$ cat src/rtl/read_scheduler.sv
// Two-master read arbiter/scheduler: round-robin AR grant, slave decode from the
// latched address page, AR wait timeout, and R beat counting with length checking.
module read_scheduler #(
  parameter int TIMEOUT = 255
) (
  input  logic        clk,
  input  logic        rst,
  input  logic        arvalid_m0_i,
  input  logic        arvalid_m1_i,
  input  logic [31:0] araddr_m0_i,
  input  logic [31:0] araddr_m1_i,
  input  logic [3:0]  arlen_m0_i,
  input  logic [3:0]  arlen_m1_i,
  input  logic        arready_s_i,
  input  logic        rvalid_s_i,
  input  logic        rlast_s_i,
  input  logic        rready_m_i,
  output logic [1:0]  grant_o,
  output logic [1:0]  sel_o,
  output logic        arvalid_s_o,
  output logic        arready_m0_o,
  output logic        arready_m1_o,
  output logic        busy_o,
  output logic        timeout_o,
  output logic        len_err_o
);

  localparam int WW = (TIMEOUT < 2) ? 1 : $clog2(TIMEOUT);

  typedef enum logic [1:0] {IDLE, ADDR, DATA, ABORT} state_t;

  state_t        state_q, state_d;
  logic [1:0]    grant_q, grant_d;
  logic [15:0]   page_q, page_d;
  logic [3:0]    len_q, len_d;
  logic [3:0]    cnt_q, cnt_d;
  logic [WW-1:0] wait_q, wait_d;
  logic          last_q, last_d;      // 1 = M1 was granted last
  logic          rst_done_q;
  logic          win_m1;
  logic          hs;

  // Only the page bits select the slave; the low address bits pass straight to the slave side.
  logic unused_addr_bits;
  assign unused_addr_bits = ^{araddr_m0_i[15:0], araddr_m1_i[15:0]};

  assign win_m1 = arvalid_m1_i & (~arvalid_m0_i | ~last_q);
  assign hs     = rvalid_s_i & rready_m_i;

  always_ff @(posedge clk or negedge rst) begin
    if (!rst) begin
      state_q    <= IDLE;
      grant_q    <= 2'b00;
      page_q     <= 16'h0000;
      len_q      <= 4'h0;
      cnt_q      <= 4'h0;
      wait_q     <= '0;
      last_q     <= 1'b1;
      rst_done_q <= 1'b0;
    end else begin
      state_q    <= state_d;
      grant_q    <= grant_d;
      page_q     <= page_d;
      len_q      <= len_d;
      cnt_q      <= cnt_d;
      wait_q     <= wait_d;
      last_q     <= last_d;
      rst_done_q <= 1'b1;
    end
  end

  // rst_done_q holds off arbitration for the first edge after reset release.
  always_comb begin
    state_d = state_q;
    grant_d = grant_q;
    page_d  = page_q;
    len_d   = len_q;
    cnt_d   = cnt_q;
    wait_d  = wait_q;
    last_d  = last_q;
    case (state_q)
      IDLE: begin
        if (rst_done_q && (arvalid_m0_i || arvalid_m1_i)) begin
          state_d = ADDR;
          grant_d = win_m1 ? 2'b10 : 2'b01;
          page_d  = win_m1 ? araddr_m1_i[31:16] : araddr_m0_i[31:16];
          len_d   = win_m1 ? arlen_m1_i : arlen_m0_i;
          wait_d  = '0;
        end
      end
      ADDR: begin
        if (arready_s_i) begin
          state_d = DATA;
          cnt_d   = 4'h0;
          last_d  = grant_q[1];
        end else if (wait_q == WW'(TIMEOUT - 1)) begin
          state_d = ABORT;
        end else begin
          wait_d = wait_q + 1'b1;
        end
      end
      DATA: begin
        if (hs) begin
          if (rlast_s_i) state_d = IDLE;
          else if (cnt_q != len_q) cnt_d = cnt_q + 1'b1;
        end
      end
      ABORT: begin
        state_d = IDLE;
        last_d  = grant_q[1];
      end
      default: state_d = IDLE;
    endcase
  end

  always_comb begin
    grant_o      = 2'b00;
    arvalid_s_o  = 1'b0;
    arready_m0_o = 1'b0;
    arready_m1_o = 1'b0;
    busy_o       = 1'b0;
    timeout_o    = 1'b0;
    len_err_o    = 1'b0;
    case (page_q)
      16'h0000: sel_o = 2'd0;
      16'h0001: sel_o = 2'd1;
      16'h0002: sel_o = 2'd2;
      default:  sel_o = 2'd3;
    endcase
    case (state_q)
      ADDR: begin
        grant_o      = grant_q;
        busy_o       = 1'b1;
        arvalid_s_o  = 1'b1;
        arready_m0_o = grant_q[0] & arready_s_i;
        arready_m1_o = grant_q[1] & arready_s_i;
      end
      DATA: begin
        grant_o   = grant_q;
        busy_o    = 1'b1;
        len_err_o = hs & (rlast_s_i ? (cnt_q != len_q) : (cnt_q == len_q));
      end
      ABORT:   timeout_o = 1'b1;
      default: ;
    endcase
  end

endmodule
$ cat config.mk
export PLATFORM = sky130hd
export DESIGN_NAME = read_scheduler
export DESIGN_NICKNAME = d
export VERILOG_FILES = /design/src/rtl/read_scheduler.sv
export SDC_FILE = /design/constraint.sdc
export NUM_CORES = 1
export LEC_CHECK = 0
export CORE_UTILIZATION = 44
export CTS_BUF_LIST = sky130_fd_sc_hd__clkbuf_8
export DETAILED_ROUTE_END_ITERATION = 12
export PLACE_DENSITY = 0.82
export SLEW_MARGIN = 10
export SYNTH_ARGS = -nofsm -noshare
export SYNTH_HDL_FRONTEND = slang
export SYNTH_SLANG_ARGS = --single-unit
$ cat constraint.sdc
create_clock -name clk -period 2.4 [get_ports clk]
set_clock_uncertainty 0.05 [all_clocks]
set_input_delay 0.24 -clock clk [delete_from_list [all_inputs] [get_ports clk]]
set_output_delay 0.24 -clock clk [all_outputs]
set_load 0.05 [all_outputs]
### Yosys cells after proc, flatten, opt, wreduce, memory -nomap -nowiden

Index checks and enable logic that the tools add are counted.

* register bits after elaboration: 38
* input port bits: 80
* output and inout bits: 10
* logic and storage cells: 77

* add/sub/neg operators: 2
* eq/ne operators: 17
* muxes and demuxes: 29
* bitwise operators: 8
* reductions and logical operators: 13

Operators by type and width (number)
* 8-bit 2-to-1 mux: 3
* 4-bit 2-to-1 mux: 5
* 16-bit by 1-bit == test with 1-bit output (second input constant): 1
* 16-bit by 2-bit == test with 1-bit output (second input constant): 1
* 16-bit logical NOT: 1
* 16-bit 2-to-1 mux: 1
* 2-bit inequality test (second input constant): 8
* 8-bit case mux with 2 select lines: 1
* 2-bit 2-to-1 mux: 7
* 8-bit by 1-bit adder with 8-bit output (second input constant): 1
* 8-bit == test (second input constant): 1
* 1-bit 2-to-1 mux: 8
* 2-bit case mux with 4 select lines: 1
* 4-bit case mux with 2 select lines: 1
* 4-bit AND reduction: 2
* 2-bit case mux with 3 select lines: 1
* 2-bit nonzero test: 3
* 1-bit AND: 5
* 5-bit AND reduction: 1
* 4-bit by 1-bit adder with 4-bit output (second input constant): 1
* 2-bit == test (second input constant): 2
* 4-bit == test: 1
* 4-bit inequality test: 1
* 2-bit AND reduction: 2
* 9 further kinds: 10

### Logic depth before layout (Yosys ltp)

* depth after elaboration: 5
* gate-level depth with buffers: 8
* gate-level depth less buffers: 6

### Worst setup path after synthesis

Ideal clock, no wire load.

* path kind: register to register
* start point: register state_q[1]
* end point: register wait_q[6]
* setup time: 0.076 ns
* data arrival time: 2.210 ns
* data required time: 2.274 ns
* setup slack: 0.064 ns
* stages on the path, launching flop included: 9
* buffers on the path: 2
* period minus slack after synthesis: 2.336 ns
* path through: dfrtp_1 > inv_1 > ha_1 > buf_4 > nor2_1 > a211o_1 > buf_6 > or4b_1 > o21ai_1

* cells in the longest elaborated chain, start to end: 3
* elaborated cells between the ends (all ways): 8
* classes of those cells: 4 x eq/ne; 1 x mux; 3 x reduce/logical

Ends and longest elaborated chain
* start, declared: RTL line 32 `state_t state_q, state_d;`
* start signal, assigned: RTL line 61 `state_q <= state_d;`
* 2-bit by 1-bit == test with 1-bit output or 2-bit logical NOT (tied branches): RTL line 81 `case (state_q)`
* 2-bit inequality test (no source line) or 2-bit nonzero test (tied branches)
* 4-bit AND reduction (no source line)
* end signal, assigned: RTL line 66 `wait_q <= wait_d;`
* end, declared: RTL line 37 `logic [WW-1:0] wait_q, wait_d;`

Several ways; a longest one is shown, not always the timed one.
A chain may end at the register's enable or synchronous reset.

### Worst setup path in the final report

* start point: register state_q[0]
* end point: output grant_o[0]

* cells in the longest elaborated chain, start to end: 3
* elaborated cells between the ends (all ways): 4
* classes of those cells: 2 x eq/ne; 1 x mux; 1 x reduce/logical

Ends and longest elaborated chain
* 2-bit == test or 2-bit by 1-bit == test with 1-bit output (tied branches): RTL line 130 `case (state_q)`
* 2-bit OR reduction (no source line) (*)
* 2-bit 2-to-1 mux (*): RTL line 130
* end, declared: RTL line 18 `output logic [1:0] grant_o,`

Mark *: on every way between the ends. The rest lies on a longest branch, timed or not.

==> reports/metrics.yaml <==
area_growth_pct: 32.3
grt_use_total_pct: 20.3
yosysWarnings: 0
synthCells: 225
viasPerCell: 5.42
synth-edff-count: 0
hold_class: "in2async"
grt_pass1_wl_um: 7980
cts_setup_buffers: 0
core-area_um2: 4500
start_util_pct: 47.3
endpoint_kind: "output pin"
insertion_delay_ns: 0.29
hold_viol_final: 37
synthFlopType: "dfrtp_1"
drt_pre_antenna_iters: 4
port_buffers: 57
ios: 90
p_leak_nw: 1.25
diodes: 0
syn_nets: 312
root_buffer: "clkbuf_8"
power.density_nw_per_um2: 958
hold_ws_ns: -0.0129
design_area_um2: 2820
drive_gt1_share_pct: 7.77
cp_top_family: "buffers and inverters"
clk_path_buf_depth: 2
first_global_vias: 1717
crit_type: "reg2out"
worstPathRequired_ns: 2.11
final.min_clock_period_ns: 2.29
irDropWorstVdd_v: 0.000550
rows: 24
ys_ff_latch: 38
ys_seq_area_share_pct: 44.7
max_freq_ghz: 0.436
final_cells: 335
cts_tree: "done"
dp.cells: 329
postCtsResizedCells: 0
grt_max_degree: 43
cp_cell_sequence: "inv_1, ha_1, and2_1, clkdlybuf4s50_1"
tightest_slew_ns: 0.798
syn_area_um2: 2130
cap_violations: 0
syn_avg_cell_area_um2: 9.46
timing.final.crit_share_pct: 95.5
routed_wl_um: 4550
place_congestion: 0.864
die-height_um: 71.6
worst-path-buf-inv: 2
clk_pin_slew_worst_paths_ns: 0.07
async_flop_share_pct: 100
numCtsBuffers: 5
drc: 0
place_area_um2: 2730
status: "complete, but fails checks"
antenna_left: 0
cp-start-kind: "flop"
postCtsHoldBufs: 0
final_nets: 371
worst_ep_arrival_time_ns: 2.00
critPathMaxStageDelay_ns: 0.79
drv_slew: 0
antenna_found_initial: 0
nFillCells: 395
violations: "negative hold slack"
worstPathMaxFanout: 4
synth_cell_type_count: 42
critPathSlowestCell: "clkdlybuf4s50_1"
setup-violations-final: 0
max_slew_margin_pct: 46.8
finalWorstSetupSlack_ns: 0.108
pre_cts_ws_ns: 0.236
post_drt_wl_per_cell_um: 13.6
overflow: 0
drtIter0Drc: 123
fin_tns_setup_ns: 0
num_vias: 1815
htree_levels: 2
fp.dieArea_um2: 5120
cts.sinks: 38
dp_hpwl_um: 3380
fp.dieW_um: 71.6
rsz0062_at_grt: "no"
sequential cells by signal, summed over array words and instances, names as in the netlist:
name	cells
rst_done_q	1
last_q	1
wait_q	8
state_q	2
page_q	16
grant_q	2
cnt_q	4
len_q	4
placed cells by master, fill, tap and decap left out, types with 4 or more instances in the layout:
| master | synthesis | final |
|---|---|---|
| clkdlybuf4s50_1 | 0 | 51 |
| dfrtp_1 | 37 | 37 |
| nand2_1 | 33 | 33 |
| o21ai_0 | 28 | 28 |
| mux2i_1 | 23 | 23 |
| nor2_1 | 9 | 9 |
| buf_4 | 1 | 9 |
| nand3_1 | 8 | 8 |
| inv_1 | 7 | 7 |
| ha_1 | 7 | 7 |
| clkbuf_8 | 0 | 6 |
| nor4_1 | 5 | 5 |
| nand4_1 | 5 | 5 |
| xor2_1 | 4 | 4 |
cell families (layout without fill, tap and decap cells):
logic type,Yosys count,count (layout),synth area share (%)
and+or+nand+nor,82,82,19.1
AOI/OAI and AO/OA,51,51,14.5
buffers and inverters,16,74,3.47
adders and majority gates,7,7,4.11
other,1,1,0.176
DFF,38,38,44.7
xor gates and xnor gates,5,5,2.06
muxes,25,25,11.9
worst register-to-register path, delay by kind of cell (launching register included):
family,cells,cell delay (ns)
buffers and inverters,1,0.10
adders and majority gates,1,0.30
and+or+nand+nor,2,0.64
DFF,1,0.40
AOI/OAI and AO/OA,2,0.58
report_power, final:
part	internal, mW	switching [mW]	total [mW]
logic	0.494	0.747	1.24
clock network	0.221	0.207	0.428
registers	0.870	0.160	1.03
worst paths after layout:
check | slack, ns | cells after the start | to | startpoint
max | 0.11 | 4 | grant_o[0] | state_q[0]$_DFFE_PN0P_
min | -0.01 | 1 | wait_q[5]$_DFFE_PN0P_ | rst
max reg2reg | 0.25 | 6 | wait_q[3]$_DFFE_PN0P_ | state_q[1]$_DFFE_PN0P_
min reg2reg | 0.44 | 2 | page_q[0]$_DFFE_PN0P_ | page_q[0]$_DFFE_PN0P_
max in group asynchronous | 1.81 | 1 | state_q[0]$_DFFE_PN0P_ | rst
min in group clk | 0.44 | 2 | page_q[0]$_DFFE_PN0P_ | page_q[0]$_DFFE_PN0P_
synthesized netlist by cell type, types with 3 or more instances:
| cell | instances | area (um2) |
|---|---|---|
| nand2b_1 | 3 | 18.8 |
| clkbuf_1 | 5 | 18.8 |
| inv_1 | 7 | 26.3 |
| a21o_1 | 3 | 22.5 |
| xor2_1 | 4 | 35.0 |
| mux2i_1 | 23 | 230 |
| o211ai_1 | 3 | 22.5 |
| o21ai_0 | 28 | 140 |
| ha_1 | 7 | 87.6 |
| a21boi_1 | 3 | 22.5 |
| and3_1 | 3 | 18.8 |
| nand4_1 | 5 | 31.3 |
| nor2_1 | 9 | 33.8 |
| nor4_1 | 5 | 31.3 |
| nand3_1 | 8 | 40.0 |
| and2_1 | 3 | 18.8 |
| dfrtp_1 | 37 | 926 |
| nand2_1 | 33 | 124 |
per-layer routing:
| layer | routed length [um] | track usage (%) | vias to the layer above |
|---|---|---|---|
| met5 | 0 | 0 | - |
| met4 | 40 | 5.45 | 0 |
| met3 | 249 | 5.20 | 6 |
| met2 | 2270 | 34.4 | 60 |
| met1 | 1990 | 25.9 | 827 |
| li1 | - | - | 922 |
stage by stage:
| step | util [%] | total power [mW] |
|---|---|---|
| final | 62.5 | 2.70 |
| after global placement | 60.7 | 2.22 |
| after CTS | 62.5 | 2.72 |
| after detailed placement | 60.7 | 2.28 |
| after global routing | 62.5 | 2.90 |
| after floorplan | - | 1.91 |
area by class of cell:
| type | count | area (um2) | share of cell area [%] |
|---|---|---|---|
| Clock buffer | 6 | 82.6 | 2.93 |
| Timing Repair Buffer | 61 | 583 | 20.7 |
| Sequential cell | 38 | 952 | 33.8 |
| Multi-Input combinational cell | 171 | 1110 | 39.3 |
| Tap cell | 52 | 65.1 | 2.31 |
| Inverter | 7 | 26.3 | 0.933 |
Power figures use the tool's default switching activity.
